**config.mk**
```make
export PLATFORM = sky130hd
export DESIGN_NAME = quad_speed_meter
export DESIGN_NICKNAME = d
export VERILOG_FILES = /design/src/rtl/quad_pkg.sv /design/src/rtl/quad_channel.sv /design/src/rtl/quad_speed_meter.sv
export SDC_FILE = /design/constraint.sdc
export NUM_CORES = 1
export LEC_CHECK = 0
export BUFFER_PORTS_ARGS = -buffer_cell sky130_fd_sc_hd__clkbuf_2
export CAP_MARGIN = 10
export CORE_UTILIZATION = 55
export CTS_BUF_LIST = sky130_fd_sc_hd__clkbuf_8
export DETAILED_ROUTE_END_ITERATION = 7
export GPL_ROUTABILITY_DRIVEN = 0
export HOLD_SLACK_MARGIN = 0.12
export PLACE_DENSITY_LB_ADDON = 0.08
export SYNTH_ARGS = -nofsm -noshare
export SYNTH_HDL_FRONTEND = slang
export SYNTH_SLANG_ARGS = --single-unit
```
**constraint.sdc**
```tcl
create_clock -name clk -period 6.75 [get_ports clk]
set_clock_uncertainty 0.1 [all_clocks]
set_input_delay 0.3375 -clock clk [delete_from_list [all_inputs] [get_ports clk]]
set_output_delay 0.3375 -clock clk [all_outputs]
set_load 0.03 [all_outputs]
```
**src/rtl/quad_pkg.sv**
```systemverilog
// rtl/quad_pkg.sv - step encoding and x4 Gray-code transition decoder for the quadrature speed meter
package quad_pkg;

    typedef enum logic [1:0] {
        STEP_NONE,
        STEP_FWD,
        STEP_REV,
        STEP_ERR
    } step_e;

    // {A,B} forward order is 00 -> 10 -> 11 -> 01 -> 00; a two-bit change is undecodable
    function automatic step_e quad_decode(input logic [1:0] prev, input logic [1:0] cur);
        step_e s;
        if (prev == cur) begin
            s = STEP_NONE;
        end else if ((prev ^ cur) == 2'b11) begin
            s = STEP_ERR;
        end else begin
            case ({prev, cur})
                4'b00_10, 4'b10_11, 4'b11_01, 4'b01_00: s = STEP_FWD;
                default:                                s = STEP_REV;
            endcase
        end
        return s;
    endfunction

endpackage

```
**src/rtl/quad_channel.sv**
```systemverilog
// rtl/quad_channel.sv - one encoder channel: synchroniser, priming, decode, saturating window accumulator
module quad_channel
    import quad_pkg::*;
#(
    parameter int CNT_W       = 15,
    parameter int SYNC_STAGES = 2
) (
    input  logic               clk,
    input  logic               reset_n,
    input  logic               enc_a_i,
    input  logic               enc_b_i,
    input  logic               tick_i,
    input  logic               clear_i,
    output logic signed [CNT_W:0] sum_o,
    output logic               err_o,
    output logic               sat_o
);

    localparam int LIMIT_I = (1 << CNT_W) - 1;
    localparam logic signed [CNT_W+1:0] LIMIT = $signed((CNT_W + 2)'(LIMIT_I));

    logic [SYNC_STAGES-1:0][1:0] sync_q;
    logic [SYNC_STAGES-1:0]      fill_q;
    logic                        primed_q;
    logic [1:0]                  prev_q;
    logic signed [CNT_W:0]       acc_q, acc_d;
    logic                        err_q, err_d;
    logic                        sat_q, sat_d;

    logic [1:0]              cur;
    step_e                   step;
    logic signed [CNT_W+1:0] delta;
    logic signed [CNT_W+1:0] sum_w;
    logic signed [CNT_W+1:0] sum_c;
    logic                    hit;

    assign cur = sync_q[SYNC_STAGES-1];

    always_comb begin
        step  = primed_q ? quad_decode(prev_q, cur) : STEP_NONE;
        delta = '0;
        if (step == STEP_FWD) delta = (CNT_W + 2)'(1);
        if (step == STEP_REV) delta = '1;
        sum_w = $signed({acc_q[CNT_W], acc_q}) + delta;
        sum_c = sum_w;
        hit   = 1'b0;
        if (sum_w >= LIMIT) begin
            sum_c = LIMIT;
            hit   = 1'b1;
        end else if (sum_w <= -LIMIT) begin
            sum_c = -LIMIT;
            hit   = 1'b1;
        end
        sum_o = sum_c[CNT_W:0];
        err_o = err_q | (step == STEP_ERR);
        sat_o = sat_q | hit;

        // the closing window takes this cycle's step through sum_o, so the new one starts at zero
        acc_d = sum_o;
        err_d = err_o;
        sat_d = sat_o;
        if (tick_i || clear_i) begin
            acc_d = '0;
            err_d = 1'b0;
            sat_d = 1'b0;
        end
    end

    always_ff @(posedge clk or negedge reset_n) begin
        if (!reset_n) begin
            sync_q   <= '0;
            fill_q   <= '0;
            primed_q <= 1'b0;
            prev_q   <= '0;
            acc_q    <= '0;
            err_q    <= 1'b0;
            sat_q    <= 1'b0;
        end else begin
            sync_q <= {sync_q[SYNC_STAGES-2:0], {enc_a_i, enc_b_i}};
            fill_q <= {fill_q[SYNC_STAGES-2:0], 1'b1};
            // prime only once the synchroniser holds a real pin sample, not its reset zeros
            if (primed_q || fill_q[SYNC_STAGES-1]) begin
                prev_q <= cur;
            end
            primed_q <= primed_q | fill_q[SYNC_STAGES-1];
            acc_q    <= acc_d;
            err_q    <= err_d;
            sat_q    <= sat_d;
        end
    end

endmodule

```
**src/rtl/quad_speed_meter.sv**
```systemverilog
// rtl/quad_speed_meter.sv - N-channel quadrature speed meter with fixed measurement window and publish registers
module quad_speed_meter
    import quad_pkg::*;
#(
    parameter int N_CH        = 2,
    parameter int CNT_W       = 15,
    parameter int WINDOW      = 5000000,
    parameter int SYNC_STAGES = 2
) (
    input  logic                       clk,
    input  logic                       reset_n,
    input  logic [N_CH-1:0]            enc_a,
    input  logic [N_CH-1:0]            enc_b,
    input  logic                       clear,
    output logic [N_CH*CNT_W-1:0]      speed,
    output logic [N_CH-1:0]            dir,
    output logic [N_CH-1:0]            err,
    output logic [N_CH-1:0]            sat,
    output logic [N_CH*(CNT_W+1)-1:0]  res,
    output logic                       res_valid
);

    localparam int CW = $clog2(WINDOW);

    logic [CW-1:0]          cnt_q, cnt_d;
    logic                   tick;
    logic [N_CH*CNT_W-1:0]  speed_q, speed_d;
    logic [N_CH-1:0]        dir_q, dir_d;
    logic [N_CH-1:0]        err_q, err_d;
    logic [N_CH-1:0]        sat_q, sat_d;
    logic                   valid_q, valid_d;

    logic signed [CNT_W:0]  ch_sum [N_CH];
    logic [CNT_W:0]         mag    [N_CH];
    logic [N_CH-1:0]        ch_err;
    logic [N_CH-1:0]        ch_sat;

    assign tick = (cnt_q == CW'(WINDOW - 1));

    for (genvar g = 0; g < N_CH; g++) begin : g_ch
        quad_channel #(
            .CNT_W       (CNT_W),
            .SYNC_STAGES (SYNC_STAGES)
        ) u_ch (
            .clk     (clk),
            .reset_n (reset_n),
            .enc_a_i (enc_a[g]),
            .enc_b_i (enc_b[g]),
            .tick_i  (tick),
            .clear_i (clear),
            .sum_o   (ch_sum[g]),
            .err_o   (ch_err[g]),
            .sat_o   (ch_sat[g])
        );

        assign mag[g] = ch_sum[g][CNT_W] ? -ch_sum[g] : ch_sum[g];
        // channel 0 lands in the most significant field
        assign res[(N_CH-1-g)*(CNT_W+1) +: (CNT_W+1)] = {dir_q[g], speed_q[g*CNT_W +: CNT_W]};
    end

    always_comb begin
        cnt_d   = (tick || clear) ? '0 : cnt_q + 1'b1;
        speed_d = speed_q;
        dir_d   = dir_q;
        err_d   = err_q;
        sat_d   = sat_q;
        valid_d = 1'b0;
        if (tick && !clear) begin
            for (int i = 0; i < N_CH; i++) begin
                speed_d[i*CNT_W +: CNT_W] = mag[i][CNT_W-1:0];
                // a zero net count keeps the last known direction
                if (ch_sum[i] != '0) begin
                    dir_d[i] = ~ch_sum[i][CNT_W];
                end
            end
            err_d   = ch_err;
            sat_d   = ch_sat;
            valid_d = 1'b1;
        end
    end

    always_ff @(posedge clk or negedge reset_n) begin
        if (!reset_n) begin
            cnt_q   <= '0;
            speed_q <= '0;
            dir_q   <= '0;
            err_q   <= '0;
            sat_q   <= '0;
            valid_q <= 1'b0;
        end else begin
            cnt_q   <= cnt_d;
            speed_q <= speed_d;
            dir_q   <= dir_d;
            err_q   <= err_d;
            sat_q   <= sat_d;
            valid_q <= valid_d;
        end
    end

    assign speed     = speed_q;
    assign dir       = dir_q;
    assign err       = err_q;
    assign sat       = sat_q;
    assign res_valid = valid_q;

endmodule

```
==> flow_summary.ini <==
[outcome]
status = finished clean

[global_route]
antenna_found_initial = 0
grt_usage = 0.287
grt_max_degree = 79
grt_pass1_wl_um = 36200
grt-ovfl-total = 0
first_global_vias = 6768

[power_and_ir_drop]
total_power_mw = 3.62
p_clk_frac = 0.108
p_leak_nw = 3.97
max-vdd-ir-drop_v = 0.000183
p_sw_mw = 1.91
sw_frac_of_total = 0.527
pwr-share-seq = 0.245
power_density_mw_per_mm2 = 403
pwr-share-comb = 0.646
p_int_mw = 1.71

[cells_and_area]
num_antenna_cells = 0
layout_common_cells = dfrtp_1, nor2_1, nand2_1
final_area_sq_mm = 0.00899
layout.nets = 1087
layout_commonest_cell = dfrtp_1
final_layout_size_suffix_gt1_frac = 0.134
layout.cells.non_filler = 1239
area_delta_synth_final_pct = 5.80
fin_util = 0.593

[cts]
cts_tree = built
insertion_delay_ns = 0.40
numCtsBuffers = 9
clkTransAtPathRegs_ns = 0.11
clk_path_buf_depth = 2
cts_sinks = 112
cts_root_buf = clkbuf_8
h-tree-depth = 3

[logic_synthesis]
ys_seq_area_frac = 0.330
synth_warnings = 0
synthArstFlopShare = 1.00
synth_nets = 1064
ys.flop_type = dfrtp_1
synth_cell_types = 91
synth_top_area_share = 0.330
syn-cell-area_sq_mm = 0.00850
synthCells = 1024
avgSynthCellArea_sq_um = 8.30
synth-edff-count = 0
ys_ff_latch = 112
synth.area.top_cells = dfrtp_1, nor2_1, ha_1
synth_area_leader_cell = dfrtp_1

[critical_path]
cp_cell_sequence = nor2b_1 > a211o_1 > and3_1 > ha_1 > inv_1 > ha_1 > fa_1 > nor2b_1 > o211ai_1 > nand2_1 > xor2_1 > nand4_1 > nor4_1 > a41oi_2 > nor2_2 > o21ai_0 > ha_1 > inv_1 > nor3_1 > a221oi_1 > xnor2_1 > o21ai_1
cp-start-kind = flop
path_common_cell = ha_1
endpoint_kind = flop
critPathSlowestCell = xor2_1
slowest_delay_ns = 0.55
crit_arrival_ns = 6.27
worstPathMaxFanout = 13
path_class = reg -> reg
crit_required_ns = 6.92

[timing]
period_share = 0.904
hold_ws_ns = 0.259
hold_viol = 0
fin_crit_ns = 6.10
tightestPinTransition_ns = 0.967
setup_tns_ns = 0
setup_viol = 0
relSlewSlack = 0.355
fin_ws_ns = 0.648
rsz0062_at_grt = false
fmax_mhz = 164
maxSlewViolCount = 0

[drt]
drc = 0
ant_nets = 0
drt_pre_antenna_iters = 5
detail_route.vias_per_cell = 6.16
dr.first_iter.drc_count = 916
route.vias.total = 7630
routedWlPerCell_um = 17.8
wl_um = 22100

[placed_design]
dp_worst_setup_slack_ns = 0.758
dpl.cell_count = 1219
port_buffers = 75
placed_area_sq_mm = 0.00876
dp_hpwl_um = 16000

[die]
start_util = 0.561
rows = 45
die_x_um = 126
pin_count = 76
fp.dieH_um = 126
coreArea_sq_mm = 0.0151
fp.dieArea_sq_mm = 0.0159

[run]
maxCapViolations = 0

[min_path]
hold_class = reg -> reg
-- synth_stat cells, types with 4 or more instances --
cell type and count:
o21ai_0 64, o211ai_1 17, a211oi_1 18, nand3_1 43, a31oi_1 13, o41ai_1 5
nor2_1 108, nor2b_1 14, or2_2 4, nor4_1 10, and3_1 19, o21ai_1 10
a21oi_1 74, nand2b_1 14, and2_1 11, mux2i_1 13, o31ai_1 11, clkbuf_1 39
nor3_1 27, xor2_1 22, nand2_1 94, or3_1 11, ha_1 31, a21boi_0 4
inv_1 30, o21a_1 11, dfrtp_1 112, buf_4 34, o22ai_1 7, nand4_1 11
xnor2_1 23, a21o_1 15, buf_2 7, maj3_1 4
-- state kept, by name, summed over array words and instances, names as in the netlist --
register	cells
speed	30
sat	2
g_ch.u_ch.sync_q	4
err	2
g_ch.u_ch.err_q	2
g_ch.u_ch.cur	4
g_ch.u_ch.acc_q	32
g_ch.u_ch.prev_q	4
g_ch.u_ch.sat_q	2
dir	2
res_valid	1
g_ch.u_ch.fill_q	2
cnt_q	23
g_ch.u_ch.primed_q	2
-- cells by family (layout without fill, tap and decap cells) --
logic type      after synthesis  after routing  share of synthesized area
buf+inv                     115            142                     0.0705
mux                          16             16                     0.0193
flops                       112            112                      0.330
compound gates              305            305                      0.243
simple gates                388            388                      0.223
fa+ha+maj                    37             37                     0.0551
other cells                   1              1                   0.000441
xor+xnor                     50             50                     0.0586
-- cell type report --
class / instances / area, sq um
Tap cell: 188 / 235
Clock buffer: 9 / 124
Multi-Input combinational cell: 797 / 5100
Sequential cell: 112 / 2800
Timing Repair Buffer: 97 / 556
Clock inverter: 6 / 57.6
Fill cell: 1396 / 6160
Inverter: 30 / 113
-- power groups by stage --
stage	Sequential [mW]	Combinational, mW	Clock (mW)
after floorplan	0.846	1.76	0
after global placement	0.903	2.27	0
after detailed placement	0.900	2.27	0
after CTS	0.888	2.28	0.404
after global routing	0.903	2.56	0.429
final	0.889	2.34	0.392
-- path summary, 6_finish.rpt --
kind                                         from                  end  slack, ns  depth (start not counted)
min                        g_ch[0].u_ch.sync_q[0]  g_ch[0].u_ch.cur[0]       0.26                          0
min in group asynchronous                 reset_n            speed[23]       0.34                          2
max                           g_ch[0].u_ch.cur[1]            speed[14]       0.65                         22
max in group asynchronous                 reset_n             speed[0]       4.89                          3
min reg2reg                g_ch[0].u_ch.sync_q[0]  g_ch[0].u_ch.cur[0]       0.26                          0
max reg2reg                   g_ch[0].u_ch.cur[1]            speed[14]       0.65                         22
-- worst max-delay path, delay by kind of cell, from the launching register on --
kind | cells | cell delay, ns
flip-flops | 1 | 0.45
AND/OR/NAND/NOR | 8 | 1.62
XOR/XNOR | 2 | 0.71
adder cells (fa/ha/maj) | 4 | 1.29
AO/OA/AOI/OAI | 6 | 1.58
buffers and inverters | 2 | 0.20
-- timing repair --
item | CTS | global route
hold buffers | 5 | 0
hold endpoints to repair | 38 | 0
buffers inserted | 0 | 0
gates resized for setup | 0 | 0
-- per-layer routing --
layer  share of wire  vias to the layer above  GRT usage
met3           0.076                       23     0.0565
met5               0                        -          0
met4           0.014                        0     0.0673
met1            0.50                     3559      0.451
li1                -                     3739          -
met2            0.41                      309      0.398
Note: power is estimated with default switching activity, not from simulation.
